===== src/rtl/l2_arbiter_rr.sv =====
`default_nettype none
// ============================================================================
// Module      : l2_arbiter_rr
// Description : N-port arbiter between the L1 caches and the shared L2.
//               One requester is granted at a time; its whole-line
//               read/write is forwarded to L2 through registered outputs,
//               and the registered L2 response is returned to that
//               requester only. Port 0 is the i-cache, port 1 the d-cache.
//               Grant order is round-robin by default. Defining
//               ARB_FIXED_PRIO_EN switches to fixed priority, where the
//               lowest-index requesting port always wins.
// Revision    : 1.0 - initial N-port release
// ============================================================================
module l2_arbiter_rr #(
    parameter int NUM_PORTS = 2,
    parameter int ADDR_W    = 16,
    parameter int LINE_W    = 128
) (
    input  logic                        clk,
    input  logic                        reset,
    input  logic [NUM_PORTS*ADDR_W-1:0] req_address,
    input  logic [NUM_PORTS-1:0]        req_read,
    input  logic [NUM_PORTS-1:0]        req_write,
    input  logic [NUM_PORTS*LINE_W-1:0] req_wdata,
    output logic [LINE_W-1:0]           req_rdata,
    output logic [NUM_PORTS-1:0]        req_resp,
    output logic [ADDR_W-1:0]           L2_mem_address,
    output logic                        L2_mem_read,
    output logic                        L2_mem_write,
    output logic [LINE_W-1:0]           L2_mem_wdata,
    input  logic                        L2_mem_resp,
    input  logic [LINE_W-1:0]           L2_mem_rdata
);

    localparam int c_IDX_W = (NUM_PORTS > 1) ? $clog2(NUM_PORTS) : 1;

    localparam logic [1:0] c_ST_IDLE = 2'd0;
    localparam logic [1:0] c_ST_BUSY = 2'd1;
    localparam logic [1:0] c_ST_RESP = 2'd2;

    localparam logic [c_IDX_W-1:0] c_LAST_PORT = c_IDX_W'(NUM_PORTS - 1);
    localparam logic [c_IDX_W-1:0] c_IDX_ONE   = c_IDX_W'(1);

    // FSM state and latched grant
    logic [1:0]           r_state;
    logic [c_IDX_W-1:0]   r_grant;

    // Registered outputs
    logic [ADDR_W-1:0]    r_l2_addr;
    logic                 r_l2_rd;
    logic                 r_l2_wr;
    logic [LINE_W-1:0]    r_l2_wdata;
    logic [LINE_W-1:0]    r_rdata;
    logic [NUM_PORTS-1:0] r_resp;

    // Arbitration helpers
    logic [NUM_PORTS-1:0]   w_req;
    logic                   w_any_req;
    logic [c_IDX_W-1:0]     w_start;
    logic [2*NUM_PORTS-1:0] w_req_dbl;
    logic [2*NUM_PORTS-1:0] w_req_rot_full;
    logic [NUM_PORTS-1:0]   w_req_rot;
    logic [c_IDX_W-1:0]     w_pick;
    logic                   w_found;
    int                     w_sum;

    // Selected port's request fields
    logic [ADDR_W-1:0]    w_pick_addr;
    logic [LINE_W-1:0]    w_pick_wdata;
    logic                 w_pick_rd;
    logic                 w_pick_wr;
    logic [NUM_PORTS-1:0] w_onehot;

    // A port is requesting when either strobe is set
    generate
        for (genvar p = 0; p < NUM_PORTS; p++) begin : g_req
            assign w_req[p] = req_read[p] | req_write[p];
        end
    endgenerate

    assign w_any_req = |w_req;

`ifdef ARB_FIXED_PRIO_EN
    // Fixed priority: the scan always starts at port 0, no pointer is kept
    assign w_start = '0;
`else
    logic [c_IDX_W-1:0] r_last;

    // Round-robin pointer remembers the most recently granted port
    always_ff @(posedge clk or posedge reset) begin
        if (reset) begin
            r_last <= c_LAST_PORT;
        end else if ((r_state == c_ST_IDLE) && w_any_req) begin
            r_last <= w_pick;
        end
    end

    // Scan starts one past the last grant, wrapping at NUM_PORTS
    assign w_start = (r_last == c_LAST_PORT) ? '0 : (r_last + c_IDX_ONE);
`endif

    // Rotate the request vector so bit 0 corresponds to the scan start port
    assign w_req_dbl      = {w_req, w_req};
    assign w_req_rot_full = w_req_dbl >> w_start;
    assign w_req_rot      = w_req_rot_full[NUM_PORTS-1:0];

    // First requesting port at or after the scan start, mapped back to a port index
    always_comb begin
        w_pick  = w_start;
        w_found = 1'b0;
        w_sum   = 0;
        for (int i = 0; i < NUM_PORTS; i++) begin
            if (!w_found && w_req_rot[i]) begin
                w_found = 1'b1;
                w_sum   = int'(w_start) + i;
                if (w_sum >= NUM_PORTS) begin
                    w_sum = w_sum - NUM_PORTS;
                end
                w_pick  = c_IDX_W'(w_sum);
            end
        end
    end

    // Select the picked port's address, data and strobes; write beats read
    always_comb begin
        w_pick_addr  = '0;
        w_pick_wdata = '0;
        w_pick_rd    = 1'b0;
        w_pick_wr    = 1'b0;
        for (int p = 0; p < NUM_PORTS; p++) begin
            if (w_pick == c_IDX_W'(p)) begin
                w_pick_addr  = req_address[p*ADDR_W +: ADDR_W];
                w_pick_wdata = req_wdata[p*LINE_W +: LINE_W];
                w_pick_wr    = req_write[p];
                w_pick_rd    = req_read[p] & ~req_write[p];
            end
        end
    end

    // One-hot view of the latched grant for the completion pulse
    always_comb begin
        w_onehot = '0;
        for (int p = 0; p < NUM_PORTS; p++) begin
            w_onehot[p] = (r_grant == c_IDX_W'(p));
        end
    end

    // Arbitration FSM; L2 fields are frozen from grant until L2 completes
    always_ff @(posedge clk or posedge reset) begin
        if (reset) begin
            r_state    <= c_ST_IDLE;
            r_grant    <= '0;
            r_l2_addr  <= '0;
            r_l2_rd    <= 1'b0;
            r_l2_wr    <= 1'b0;
            r_l2_wdata <= '0;
            r_rdata    <= '0;
            r_resp     <= '0;
        end else begin
            case (r_state)
                c_ST_IDLE: begin
                    if (w_any_req) begin
                        r_grant    <= w_pick;
                        r_l2_addr  <= w_pick_addr;
                        r_l2_wdata <= w_pick_wdata;
                        r_l2_rd    <= w_pick_rd;
                        r_l2_wr    <= w_pick_wr;
                        r_state    <= c_ST_BUSY;
                    end
                end
                c_ST_BUSY: begin
                    if (L2_mem_resp) begin
                        r_rdata <= L2_mem_rdata;
                        r_resp  <= w_onehot;
                        r_l2_rd <= 1'b0;
                        r_l2_wr <= 1'b0;
                        r_state <= c_ST_RESP;
                    end
                end
                c_ST_RESP: begin
                    r_resp  <= '0;
                    r_state <= c_ST_IDLE;
                end
                default: begin
                    r_resp  <= '0;
                    r_l2_rd <= 1'b0;
                    r_l2_wr <= 1'b0;
                    r_state <= c_ST_IDLE;
                end
            endcase
        end
    end

    assign req_rdata      = r_rdata;
    assign req_resp       = r_resp;
    assign L2_mem_address = r_l2_addr;
    assign L2_mem_read    = r_l2_rd;
    assign L2_mem_write   = r_l2_wr;
    assign L2_mem_wdata   = r_l2_wdata;

endmodule
`default_nettype wire


===== config.mk =====
export PLATFORM = sky130hd
export DESIGN_NAME = l2_arbiter_rr
export DESIGN_NICKNAME = d
export VERILOG_FILES = /design/src/rtl/l2_arbiter_rr.sv
export SDC_FILE = /design/constraint.sdc
export NUM_CORES = 1
export LEC_CHECK = 0
export CAP_MARGIN = 20
export CORE_AREA = 4 4 269 271
export CTS_BUF_LIST = sky130_fd_sc_hd__clkbuf_8
export CTS_CLUSTER_SIZE = 25
export DETAILED_ROUTE_END_ITERATION = 6
export DIE_AREA = 0 0 273 275
export GPL_ROUTABILITY_DRIVEN = 0
export GPL_TIMING_DRIVEN = 0
export MAX_ROUTING_LAYER = met4
export PLACE_DENSITY = 0.39
export SLEW_MARGIN = 5
export SYNTH_ARGS = -nofsm -noshare
export SYNTH_HDL_FRONTEND = slang
export SYNTH_SLANG_ARGS = --single-unit

===== constraint.sdc =====
create_clock -name clk -period 15.45 [get_ports clk]
set_clock_uncertainty 0.15 [all_clocks]
set_input_delay 1.545 -clock clk [delete_from_list [all_inputs] [get_ports clk]]
set_output_delay 1.545 -clock clk [all_outputs]
set_load 0.01 [all_outputs]

After elaboration in Yosys (flattened, before gate mapping)
Index checks and enable logic that the tools add are counted.
{"block": "op_classes", "n_addsub": 4, "mul": 0, "n_div": 0, "order_cmp": 2, "n_eq_ne": 4, "shifts": 1, "n_mux": 20, "n_bitwise": 9, "n_reduce_logical": 10}
{"cell": "2-to-1 mux 128 bit", "n": 1}
{"cell": "2-to-1 mux 16 bit", "n": 1}
{"cell": "2-to-1 mux 1 bit", "n": 11}
{"cell": "one-hot mux 2 bit (2 select lines)", "n": 2}
{"cell": "AND reduction 2 bit", "n": 4}
{"cell": "2-to-1 mux 2 bit", "n": 3}
{"cell": "one-hot mux 1 bit (3 select lines)", "n": 2}
{"cell": "inverter 1 bit", "n": 5}
{"cell": "inequality test 2 bit (second input constant)", "n": 2}
{"cell": ">> shifter 4 x 1 -> 2 bit", "n": 1}
{"cell": "AND reduction 3 bit", "n": 1}
{"cell": "adder 1 x 1 -> 2 bit (second input constant)", "n": 1}
{"cell": "bitwise AND 1 bit", "n": 2}
{"cell": "equality test 2 x 1 -> 1 bit (second input constant)", "n": 1}
{"cell": "equality test 2 bit (second input constant)", "n": 1}
{"cell": "greater-or-equal comparator 1 x 2 -> 1 bit (second input constant)", "n": 1}
{"cell": "greater-or-equal comparator 2 bit (second input constant)", "n": 1}
{"cell": "logical AND 1 bit", "n": 2}
{"cell": "logical NOT 2 bit", "n": 1}
{"cell": "bitwise OR 1 bit", "n": 2}
{"cell": "OR reduction 2 bit", "n": 1}
{"cell": "subtractor 1 bit (second input constant)", "n": 2}
{"cell": "adder 1 bit (second input constant)", "n": 1}
{"cell": "logical NOT 1 bit", "n": 1}
{"block": "totals", "regBits": 280, "latch_bits": 0, "mem_bits_rw": 0, "mem_bits_ro": 0, "input_bits": 423, "out_inout_bits": 276, "word_cells": 59, "memories": 0}

Longest topological paths before layout
Gate-level depths: netlist of the first run.
{"block": "depth", "word_depth": 10, "mapped_depth": 6, "mapped_depth_nobuf": 3}

Least setup slack after synthesis of the first run
OpenSTA, ideal clock, no wires.
{"block": "synth_timing", "kind": "input to register", "from": "in req_read[0]", "to": "reg r_l2_rd (netlist: L2_mem_read)", "arrival_ns": 2.479, "required_time_ns": 15.172, "slack_ns": 12.694, "path_stages": 4, "cell_sequence": "nor4_1 buf_2 nand2b_1 mux2_1"}
{"block": "synth_between", "elab_chain_len": 9}
{"element": "start, declared", "line": "22", "source": "input logic [NUM_PORTS-1:0] req_read,"}
{"element": "bitwise OR 1 bit", "line": "77", "source": "assign w_req[p] = req_read[p] | req_write[p];"}
{"element": ">> shifter 4 x 1 -> 2 bit", "line": "104", "source": "assign w_req_rot_full = w_req_dbl >> w_start;"}
{"element": "2-to-1 mux 1 bit", "line": "113", "source": "if (!w_found && w_req_rot[i]) begin"}
{"element": "logical NOT 1 bit", "line": "113"}
{"element": "logical AND 1 bit", "line": "113"}
{"element": "2-to-1 mux 1 bit", "line": "113"}
{"element": "2-to-1 mux 1 bit", "line": "131", "source": "if (w_pick == c_IDX_W'(p)) begin"}
{"element": "2-to-1 mux 1 bit", "line": "162", "source": "if (w_any_req) begin"}
{"element": "one-hot mux 1 bit (3 select lines)", "line": "160", "source": "case (r_state)"}
{"element": "end signal, assigned", "line": "166", "source": "r_l2_rd <= w_pick_rd;"}
{"element": "end, declared", "line": "50", "source": "logic r_l2_rd;"}
Parallel ways exist; a longest one is shown, timed or not. The select of a mux whose other input is x is not followed.
A chain may end at the register's enable or synchronous reset.

Worst setup path after layout of the first run
{"block": "layout_timing", "from": "reg r_resp[0] (netlist: req_resp[0])", "to": "out req_resp[0]"}
{"element": "start, declared", "line": "54", "source": "logic [NUM_PORTS-1:0] r_resp;"}
{"element": "start signal, assigned", "line": "174", "source": "r_resp <= w_onehot;"}
{"element": "end, declared", "line": "26", "source": "output logic [NUM_PORTS-1:0] req_resp,"}
No word-level cell between the ends.

==> results.tsv, run 1 <==
stage	metric	value	unit
power	total power	4.24	mW
power	pwr dens	198	nW/µm²
detailed_routing	vias	10400	
timing	Slew headroom	55.9	%
clock_tree	CTS tree	built	
grt	vias in the first global route	11600	
timing	Max Fclk	293	MHz
critical_path	reg2reg setup slack	13.58	ns
critical_path	Cell Chain, Critical Path	clkdlybuf4s50_1	
grt	Total GRT Usage	15.6	%
timing	Tcrit/Tclk final	22.1	%
yosys	Synth Warn #	0	
min_path	Hold Crit Start	req_rdata[116]	
grt	largest net degree at the start of global routing	105	
critical_path	Worst path depth	1	
timing	final count of pins violating max slew	0	
critical_path	Crit-path slowest cell	clkdlybuf4s50_1	
critical_path	CP Max Fanout	2	
yosys	net count after synthesis	1229	
clock_tree	clock sink total	280	
critical_path	Worst R2R Path Depth	6	
min_path	worst hold stages	1	
yosys	Synth Instances	806	
clock_tree	clk_lat worst skew	0.63	ns
critical_path	worst path buffer plus inverter count	1	
detailed_routing	vias per std cell	4.07	
run	Max-Cap Viols	0	
floorplanning	die height	275	µm
clock_tree	# resized after CTS	0	
floorplanning	full die area	75100	µm²
floorplanning	I/O pin total	699	
finish	layout cell share with drive strength beyond 1	14.9	%
clock_tree	Max H-tree Level	2	
floorplanning	FP Rows	97	
critical_path	CP Capture Type	primary output	
timing	Final Critical Period	3.42	ns
detailed_routing	drt pass-1 iters	5	
floorplanning	Die X	273	µm
grt	initial antenna violation count	11	
place	PortBufs	698	
yosys	sequential area share after synthesis	58.5	%
critical_path	Crit path arrival time	1.72	ns
critical_path	startpoint types	flip-flop	
critical_path	Crit Path Class	flip-flop to primary output	
detailed_routing	DRC	0	
critical_path	r2r endpoint	L2_mem_wdata[35]	
floorplanning	Initial Util	17.2	%
detailed_routing	wire per inst	23.5	µm
yosys	Syn Std Cell Area	12000	µm²
finish	Core Util, Final	30.6	%
yosys	syn avg cell area	14.9	µm²
critical_path	Critical Path Start	req_resp[0]	
finish	Fill cells	7081	
min_path	worst hold path type	flip-flop to flip-flop	
critical_path	reg2reg start	r_last	
detailed_routing	Initial DRC Count	402	
timing	Fin. Hold Viols	0	
clock_tree	clk slew on worst S/H paths	0.06	ns
power	maximum vdd ir drop	0.0813	mV
run_status	status	completed	
critical_path	peak per-stage delay on the critical path	0.74	ns
critical_path	family with the most delay on the worst path	buffers and inverters	
place	Post-DP HPWL	47000	µm
clock_tree	Root Driver	clkbuf_8	
grt	grt ovf	0	
clock_tree	cts hold-fix bufs	0	
timing	final setup fails	0	
timing	setup TNS	0	ns
clock_tree	Post-CTS Setup Repair Bufs	0	
timing	worst slew pin tran	0.661	ns
min_path	Hold EP	req_rdata[116]	
floorplanning	Core ar.	69800	µm²
yosys	Cell variety after synth	31	
detailed_routing	antenna-violating nets left	0	
grt	first-pass GRT wire length	83700	µm
detailed_routing	drt total wl	60300	µm
yosys	Yosys reg bits	280	
power	Lkg Pwr	8.55	nW
clock_tree	Clock Path Buffers	3	
critical_path	WP data required	13.76	ns
finish	Area Overhead vs Synth	78.2	%
finish	nets	1989	
timing	RSZ-0062 raised after global routing	false	
clock_tree	CTS buffer count	58	
==> Yosys cell counts <==
master / number / share of area [%]
nand2_1: 3 / 0.094
o221a_2: 52 / 4.9
dfrtp_1: 279 / 58
buf_2: 39 / 1.6
a21oi_1: 2 / 0.084
nor2_1: 2 / 0.063
o221a_1: 92 / 8.6
or2_2: 1 / 0.052
buf_4: 2 / 0.13
and2_1: 1 / 0.052
nor2_2: 1 / 0.052
dfstp_2: 1 / 0.22
o21ai_1: 1 / 0.042
buf_6: 37 / 3.5
mux2_1: 110 / 10
nand3b_2: 1 / 0.094
o21a_1: 1 / 0.063
nand3_1: 1 / 0.042
o21bai_1: 144 / 9.0
o211ai_1: 1 / 0.063
nor4_1: 1 / 0.052
nand3b_1: 1 / 0.063
nand2b_1: 2 / 0.10
nor2_4: 1 / 0.094
inv_1: 2 / 0.063
mux2_2: 20 / 1.9
o221ai_2: 1 / 0.13
a21boi_0: 1 / 0.063
or2_1: 1 / 0.052
o2bb2ai_1: 1 / 0.073
o21ai_0: 4 / 0.17
==> how the worst max path moves through the flow <==
| stage | end | slack (ns) |
|---|---|---|
| 6_report | req_resp[0] | 12.03 |
| 5_1_grt | req_resp[0] | 11.85 |
| 4_1_cts | req_resp[0] | 11.83 |
| 3_5_place_dp | L2_mem_wdata[109] | 11.81 |
| 3_3_place_gp | L2_mem_wdata[83] | 0.81 |
| 2_1_floorplan | L2_mem_address[0] | 6.03 |
==> per-stage QoR <==
step                worst slack (ns)  hold slack, ns  cells  cell area, µm²
finish                         12.03           0.339   2563           21400
global route                   11.85           0.350   2562           21400
CTS                            11.83           0.343   2552           21300
detailed placement             11.81           0.330   2446           20200
global placement               0.809           0.323   2444           20200
floorplan                       6.03           0.329    806           12000
==> routing by layer <==
layer | vias to the layer above | share of wire, % | GRT usage, %
met5 | - | 0 | -
li1 | 4698 | - | -
met4 | 0 | 3.0 | 5.61
met3 | 96 | 7.3 | 4.57
met2 | 438 | 51 | 26.5
met1 | 5187 | 39 | 17.7
==> sequential cells by signal, summed over array words and instances (netlist names) <==
| register | flops |
|---|---|
| L2_mem_wdata | 128 |
| req_rdata | 128 |
| L2_mem_address | 16 |
| r_state | 2 |
| req_resp | 2 |
| L2_mem_read | 1 |
| L2_mem_write | 1 |
| r_grant | 1 |
| r_last | 1 |
==> placed cells by master (no fill, tap or decap), drive strengths merged, types with 2 or more instances in the layout <==
| cell type | n |
|---|---|
| clkbuf | 69 |
| dfrtp | 279 |
| nand2 | 3 |
| clkinv | 7 |
| clkinvlp | 4 |
| nand3b | 2 |
| clkdlybuf4s50 | 698 |
| mux2 | 130 |
| diode | 11 |
| o221a | 144 |
| nand2b | 2 |
| a21oi | 2 |
| inv | 28 |
| o21ai | 5 |
| nor2 | 4 |
| or2 | 2 |
| o21bai | 144 |
| buf | 80 |
==> cell type report <==
type | instances | area [µm²] | area share, %
inverter | 2 | 15.0 | 0.0703
tap | 940 | 1180 | 5.51
antenna | 11 | 27.5 | 0.129
sequential | 280 | 7010 | 32.8
clock buffer | 69 | 950 | 4.45
buffer | 78 | 627 | 2.93
timing repair buffer | 700 | 7040 | 33.0
clock inverter | 37 | 168 | 0.785
multi-input combinational | 446 | 4350 | 20.3
==> where the power goes <==
part           internal [mW]  switching [mW]  total, mW
clock network          0.403           0.364      0.767
registers               1.11           0.210       1.32
logic                   1.24           0.918       2.15
total                   2.75            1.49       4.24
==> cells by family after synthesis <==
group                  after synthesis  share of synthesized area [%]
buffers and inverters               80                           5.29
and+or+nand+nor                     16                          0.814
DFF                                280                           58.5
AOI/OAI and AO/OA                  300                           23.2
muxes                              130                           12.2
(Power assumes the default switching activity.)
==> inputs of run 2 (changes only) <==
--- a/config.mk
+++ b/config.mk
@@ -6,15 +6,15 @@
 export NUM_CORES = 1
 export LEC_CHECK = 0
 export CAP_MARGIN = 20
-export CORE_AREA = 4 4 269 271
+export CORE_AREA = 4 4 271 273
 export CTS_BUF_LIST = sky130_fd_sc_hd__clkbuf_8
 export CTS_CLUSTER_SIZE = 25
 export DETAILED_ROUTE_END_ITERATION = 6
-export DIE_AREA = 0 0 273 275
+export DIE_AREA = 0 0 275 277
 export GPL_ROUTABILITY_DRIVEN = 0
 export GPL_TIMING_DRIVEN = 0
 export MAX_ROUTING_LAYER = met4
-export PLACE_DENSITY = 0.39
+export PLACE_DENSITY = 0.38
 export SLEW_MARGIN = 5
 export SYNTH_ARGS = -nofsm -noshare
 export SYNTH_HDL_FRONTEND = slang
==> constraint.sdc (replaced) <==
create_clock -name clk -period 3.5 [get_ports clk]
set_clock_uncertainty 0.15 [all_clocks]
set_input_delay 0.35 -clock clk [delete_from_list [all_inputs] [get_ports clk]]
set_output_delay 0.35 -clock clk [all_outputs]
set_load 0.01 [all_outputs]
==> results.tsv, run 2 (same netlist as run 1, synthesis figures left out) <==
stage	metric	value	unit	change
timing	final count of pins violating max slew	0		unchanged
timing	final setup fails	0		unchanged
power	clock power share	19.0	%	+0.9 points
timing	Max Fclk	465	MHz	
floorplanning	Die X	275	µm	+0.73%
timing	RSZ-0062 raised after global routing	false		
critical_path	Cell Chain, Critical Path	clkdlybuf4s50_1		
grt	grt ovf	0		unchanged
timing	worst slew pin tran	0.467	ns	-0.194 ns
finish	Area Overhead vs Synth	80.4	%	
detailed_routing	vias per std cell	4.01		-1.3%
floorplanning	die height	277	µm	+0.73%
grt	largest net degree at the start of global routing	35		-67%
detailed_routing	antenna-violating nets left	0		unchanged
detailed_routing	wire per inst	22.9	µm	-2.7%
clock_tree	Clock Path Buffers	3		unchanged
critical_path	peak per-stage delay on the critical path	0.59	ns	-0.15 ns
critical_path	Crit Path Class	flip-flop to primary output		
grt	initial antenna violation count	14		+3
detailed_routing	vias	10400		-0.30%
clock_tree	Root Driver	clkbuf_8		
critical_path	worst path buffer plus inverter count	1		unchanged
finish	most common cell after layout, fill and taps aside	clkdlybuf4s50_1		
critical_path	Crit-path slowest cell	clkdlybuf4s50_1		
run	Max-Cap Viols	0		unchanged
timing	Tcrit/Tclk final	61.4	%	
detailed_routing	drt pass-1 iters	4		-1
clock_tree	cts hold-fix bufs	1		+1
floorplanning	Core ar.	71100	µm²	+1.9%
floorplanning	FP Rows	98		+1.0%
critical_path	startpoint types	flip-flop		
power	Comb pwr share	50.4	%	-0.4 points
critical_path	Crit path arrival time	1.65	ns	-0.07 ns
run_status	status	completed		
timing	Fin. Hold Viols	0		unchanged
critical_path	WP data required	3.00	ns	-10.76 ns
clock_tree	clk_lat worst skew	0.64	ns	about the same
timing	Slew headroom	68.8	%	+13 points
power	share of power burned in registers	30.6	%	-0.5 points
clock_tree	# resized after CTS	0		unchanged
grt	first-pass GRT wire length	84000	µm	+0.32%
floorplanning	full die area	76200	µm²	+1.5%
timing	Worst Hold Slack	0.151	ns	-0.188 ns
power	Int Pwr	12.3	mW	+350%
detailed_routing	drt total wl	59300	µm	-1.7%
finish	commonest non-fill, non-tap cells in the layout	clkdlybuf4s50_1 (698), dfrtp_1 (279), o21bai_1 (144)		
finish	register area	7010	µm²	unchanged
floorplanning	Initial Util	16.9	%	-0.32 points
power	Lkg Pwr	8.67	nW	+1.4%
finish	layout cell share with drive strength beyond 1	15.5	%	+0.58 points
clock_tree	Post-CTS Setup Repair Bufs	0		unchanged
clock_tree	CTS tree	built		
power	total power	18.8	mW	+340%
grt	Total GRT Usage	15.3	%	-0.31 points
floorplanning	I/O pin total	699		unchanged
clock_tree	clk slew on worst S/H paths	0.06	ns	about the same
critical_path	family with the most delay on the worst path	buffers and inverters		
place	PortBufs	698		unchanged
place	dpl cell area	20400	µm²	+0.80%
detailed_routing	DRC	0		unchanged
timing	Setup WS post-layout	1.35	ns	-10.68 ns
finish	finished layout cell area	21600	µm²	+1.2%
detailed_routing	Initial DRC Count	392		-2.5%
power	sw frac	34.6	%	-0.63 points
place	Place WS	0.967	ns	-10.84 ns
critical_path	CP Max Fanout	2		unchanged
finish	Fill cells	7266		+2.6%
critical_path	CP Capture Type	primary output		
power	sw power	6.51	mW	+340%
place	Post-DP HPWL	46400	µm	-1.3%
finish	nets	1998		+0.45%
clock_tree	clock sink total	280		unchanged
power	pwr dens	871	nW/µm²	+340%
grt	vias in the first global route	11500		-0.27%
clock_tree	CTS buffer count	58		unchanged
finish	multi-input logic area	4350	µm²	unchanged
power	maximum vdd ir drop	0.294	mV	+260%
clock_tree	Max H-tree Level	2		unchanged
timing	Final Critical Period	2.15	ns	
min_path	worst hold path type	input pin to flip-flop		
==> run 2: power groups by stage <==
| stage | Clock, mW | Sequential (mW) | Combinational, mW |
|---|---|---|---|
| after global placement | 0 | 5.78 | 9.66 |
| after detailed placement | 0 | 5.79 | 9.70 |
| after global routing | 3.90 | 5.95 | 10.1 |
| final | 3.57 | 5.76 | 9.49 |
| after floorplan | 0 | 6.44 | 3.63 |
| after CTS | 3.75 | 5.77 | 9.75 |
==> run 2: through the flow <==
| step | setup TNS (ns) | utilization, % | instances |
|---|---|---|---|
| 3_3_place_gp | -1022.66 | 28.4 | 2454 |
| 5_1_grt | 0 | 30.4 | 2587 |
| 4_1_cts | 0 | 30.3 | 2573 |
| 2_1_floorplan | -197.11 | - | 806 |
| 3_5_place_dp | 0 | 28.6 | 2464 |
| 6_report | 0 | 30.4 | 2589 |
==> run 2: layout make-up <==
cell class                 instances  share of cell area [%]
inverter                           2                  0.0521
multi-input combinational        446                    20.1
sequential                       280                    32.4
antenna                           16                   0.185
timing repair buffer             709                    33.3
clock buffer                      77                    4.90
tap                              950                    5.50
buffer                            78                    2.90
clock inverter                    31                   0.637
==> run 2: per-layer routing <==
layer	up-vias	global-route usage (%)	wire length [µm]
li1	4724	-	-
met1	5186	16.6	22500
met2	385	26.5	30900
met3	93	4.52	4410
met4	0	5.49	1500
met5	-	-	0
==> run 2: worst paths after layout <==
| check | slack [ns] | start | depth (start not counted) | end |
|---|---|---|---|---|
| min in group asynchronous | 0.49 | reset | 3 | L2_mem_wdata[5] |
| worst max register to register | 1.61 | r_last | 6 | L2_mem_wdata[7] |
| max in group asynchronous | 1.38 | reset | 8 | L2_mem_wdata[95] |
| worst min-delay path | 0.15 | L2_mem_rdata[87] | 2 | req_rdata[87] |
| worst min register to register | 0.34 | req_rdata[46] | 1 | req_rdata[46] |
| worst max-delay path | 1.35 | req_rdata[121] | 1 | req_rdata[121] |
==> inputs of run 3 (changes only) <==
==> constraint.sdc (replaced) <==
create_clock -name clk -period 2.2 [get_ports clk]
set_clock_uncertainty 0.15 [all_clocks]
set_input_delay 0.22 -clock clk [delete_from_list [all_inputs] [get_ports clk]]
set_output_delay 0.22 -clock clk [all_outputs]
set_load 0.01 [all_outputs]
==> results.tsv, run 3 (same netlist as run 1, synthesis figures left out) <==
stage	metric	value	unit	change
critical_path	Critical Path Start	L2_mem_wdata[44]		
critical_path	Critical Path Sink	L2_mem_wdata[44]		
timing	Worst Hold Slack	0.0770	ns	-0.0735 ns
timing	worst slew pin tran	0.421	ns	-0.0458 ns
clock_tree	# resized after CTS	0		unchanged
timing	RSZ-0062 raised after global routing	false		
grt	grt ovf	0		unchanged
run	Max-Cap Viols	0		unchanged
floorplanning	Initial Util	16.9	%	unchanged
clock_tree	CTS buffer count	58		unchanged
critical_path	CP Capture Type	primary output		
timing	Tcrit/Tclk final	92.0	%	
critical_path	Crit path arrival time	1.66	ns	about the same
min_path	Hold Crit Start	req_wdata[216]		
clock_tree	clk slew on worst S/H paths	0.06	ns	about the same
grt	Total GRT Usage	15.6	%	+0.24 points
power	maximum vdd ir drop	0.475	mV	+62%
critical_path	reg2reg start	r_last		
timing	Setup WS post-layout	0.175	ns	-1.18 ns
timing	Slew headroom	71.9	%	+3.1 points
grt	largest net degree at the start of global routing	35		unchanged
place	PortBufs	698		unchanged
timing	Fin. Hold Viols	0		unchanged
grt	vias in the first global route	12400		+7.5%
critical_path	Worst path depth	1		unchanged
clock_tree	Max H-tree Level	2		unchanged
grt	initial antenna violation count	11		-3
critical_path	Worst R2R Path Depth	6		unchanged
place	dpl cell area	20400	µm²	unchanged
floorplanning	Die X	275	µm	unchanged
critical_path	reg2reg setup slack	0.30	ns	-1.31 ns
power	Lkg Pwr	9.42	nW	+8.7%
critical_path	Crit-path slowest cell	clkdlybuf4s50_1		
critical_path	r2r endpoint	L2_mem_wdata[7]		
timing	final setup fails	0		unchanged
clock_tree	Clock Path Buffers	3		unchanged
critical_path	worst path buffer plus inverter count	1		unchanged
detailed_routing	vias per std cell	4.00		-0.28%
finish	register area	7010	µm²	unchanged
detailed_routing	antenna-violating nets left	0		unchanged
floorplanning	Core ar.	71100	µm²	unchanged
timing	Final Critical Period	2.03	ns	
finish	Core Util, Final	32.9	%	+2.5 points
finish	nets	2178		+9.0%
floorplanning	die height	277	µm	unchanged
finish	Area Overhead vs Synth	95.3	%	
min_path	worst hold path type	input pin to flip-flop		
critical_path	WP data required	1.83	ns	-1.17 ns
critical_path	CP Max Fanout	2		unchanged
run_status	status	completed		
detailed_routing	Initial DRC Count	441		+13%
clock_tree	CTS tree	built		
critical_path	family with the most delay on the worst path	buffers and inverters		
finish	most common cell after layout, fill and taps aside	clkdlybuf4s50_1		
floorplanning	full die area	76200	µm²	unchanged
finish	layout cell share with drive strength beyond 1	14.1	%	-1.4 points
detailed_routing	DRC	0		unchanged
clock_tree	clk_lat worst skew	0.64	ns	about the same
clock_tree	Root Driver	clkbuf_8		
critical_path	peak per-stage delay on the critical path	0.62	ns	+0.03 ns
power	total power	30.2	mW	+61%
detailed_routing	drt pass-1 iters	7		+3
detailed_routing	vias	11100		+6.6%
detailed_routing	wire per inst	21.7	µm	-5.2%
critical_path	Cell Chain, Critical Path	clkdlybuf4s50_1		
finish	Fill cells	7171		-1.3%
floorplanning	I/O pin total	699		unchanged
timing	Max Fclk	494	MHz	
finish	commonest non-fill, non-tap cells in the layout	clkdlybuf4s50_1 (698), dfrtp_1 (279), dlygate4sd3_1 (178)		
critical_path	startpoint types	flip-flop		
finish	multi-input logic area	4350	µm²	unchanged
floorplanning	FP Rows	98		unchanged
place	Post-DP HPWL	46400	µm	unchanged
critical_path	Crit Path Class	flip-flop to primary output		
place	Place WS	-0.203	ns	-1.17 ns
power	pwr dens	1290	nW/µm²	+48%
timing	final count of pins violating max slew	0		unchanged
clock_tree	clock sink total	280		unchanged
finish	finished layout cell area	23400	µm²	+8.3%
detailed_routing	drt total wl	60100	µm	+1.3%
grt	first-pass GRT wire length	86500	µm	+3.0%
==> run 3: cell count changes in the layout (fill, tap and decap cells not counted), sizes merged <==
| cell | before | now |
|---|---|---|
| diode | 16 | 14 |
| dlygate4sd3 | 1 | 178 |
| buf | 88 | 91 |
==> run 3: report_power, final <==
group	switching, mW	internal, mW
registers	1.40	7.77
logic	6.48	8.92
clock network	2.54	3.11
==> run 3: routing by layer <==
layer | vias to the layer above | global-route usage, % | share of wire [%]
met4 | 0 | 5.48 | 2.7
li1 | 5084 | - | -
met1 | 5502 | 17.1 | 38
met3 | 96 | 4.24 | 7.0
met5 | - | - | 0
met2 | 389 | 27.0 | 52
==> run 3: final cells by class <==
cell class                 count  share of cell area, %
timing repair buffer         889                   38.4
sequential                   280                   29.9
multi-input combinational    446                   18.6
tap                          950                   5.08
clock buffer                  77                   4.53
buffer                        78                   2.68
clock inverter                31                  0.588
antenna                       14                  0.150
inverter                       2                 0.0481
==> run 3: through the flow <==
step | cells | setup TNS [ns]
after floorplan | 806 | -524.43
after global placement | 2454 | -1368.41
after detailed placement | 2464 | -16.90
after CTS | 2750 | 0
after global routing | 2764 | 0
final | 2767 | 0
==> run 3: how the worst min path moves through the flow <==
stage / end / slack, ns / cells after the start
6_report: L2_mem_wdata[88] / 0.08 / 2
5_1_grt: L2_mem_wdata[11] / 0.02 / 2
4_1_cts: L2_mem_wdata[2] / 0.0001 / 2
3_5_place_dp: req_rdata[95] / 0.33 / 1
3_3_place_gp: req_rdata[83] / 0.32 / 1
2_1_floorplan: r_state[0] / 0.18 / 1
==> run 3: repair_timing <==
| item | in CTS | in global routing |
|---|---|---|
| setup buffers | 0 | 3 |
| endpoints found under the setup margin | 0 | 4 |
| hold endpoints to repair | 192 | 0 |
| hold buffers | 178 | 0 |
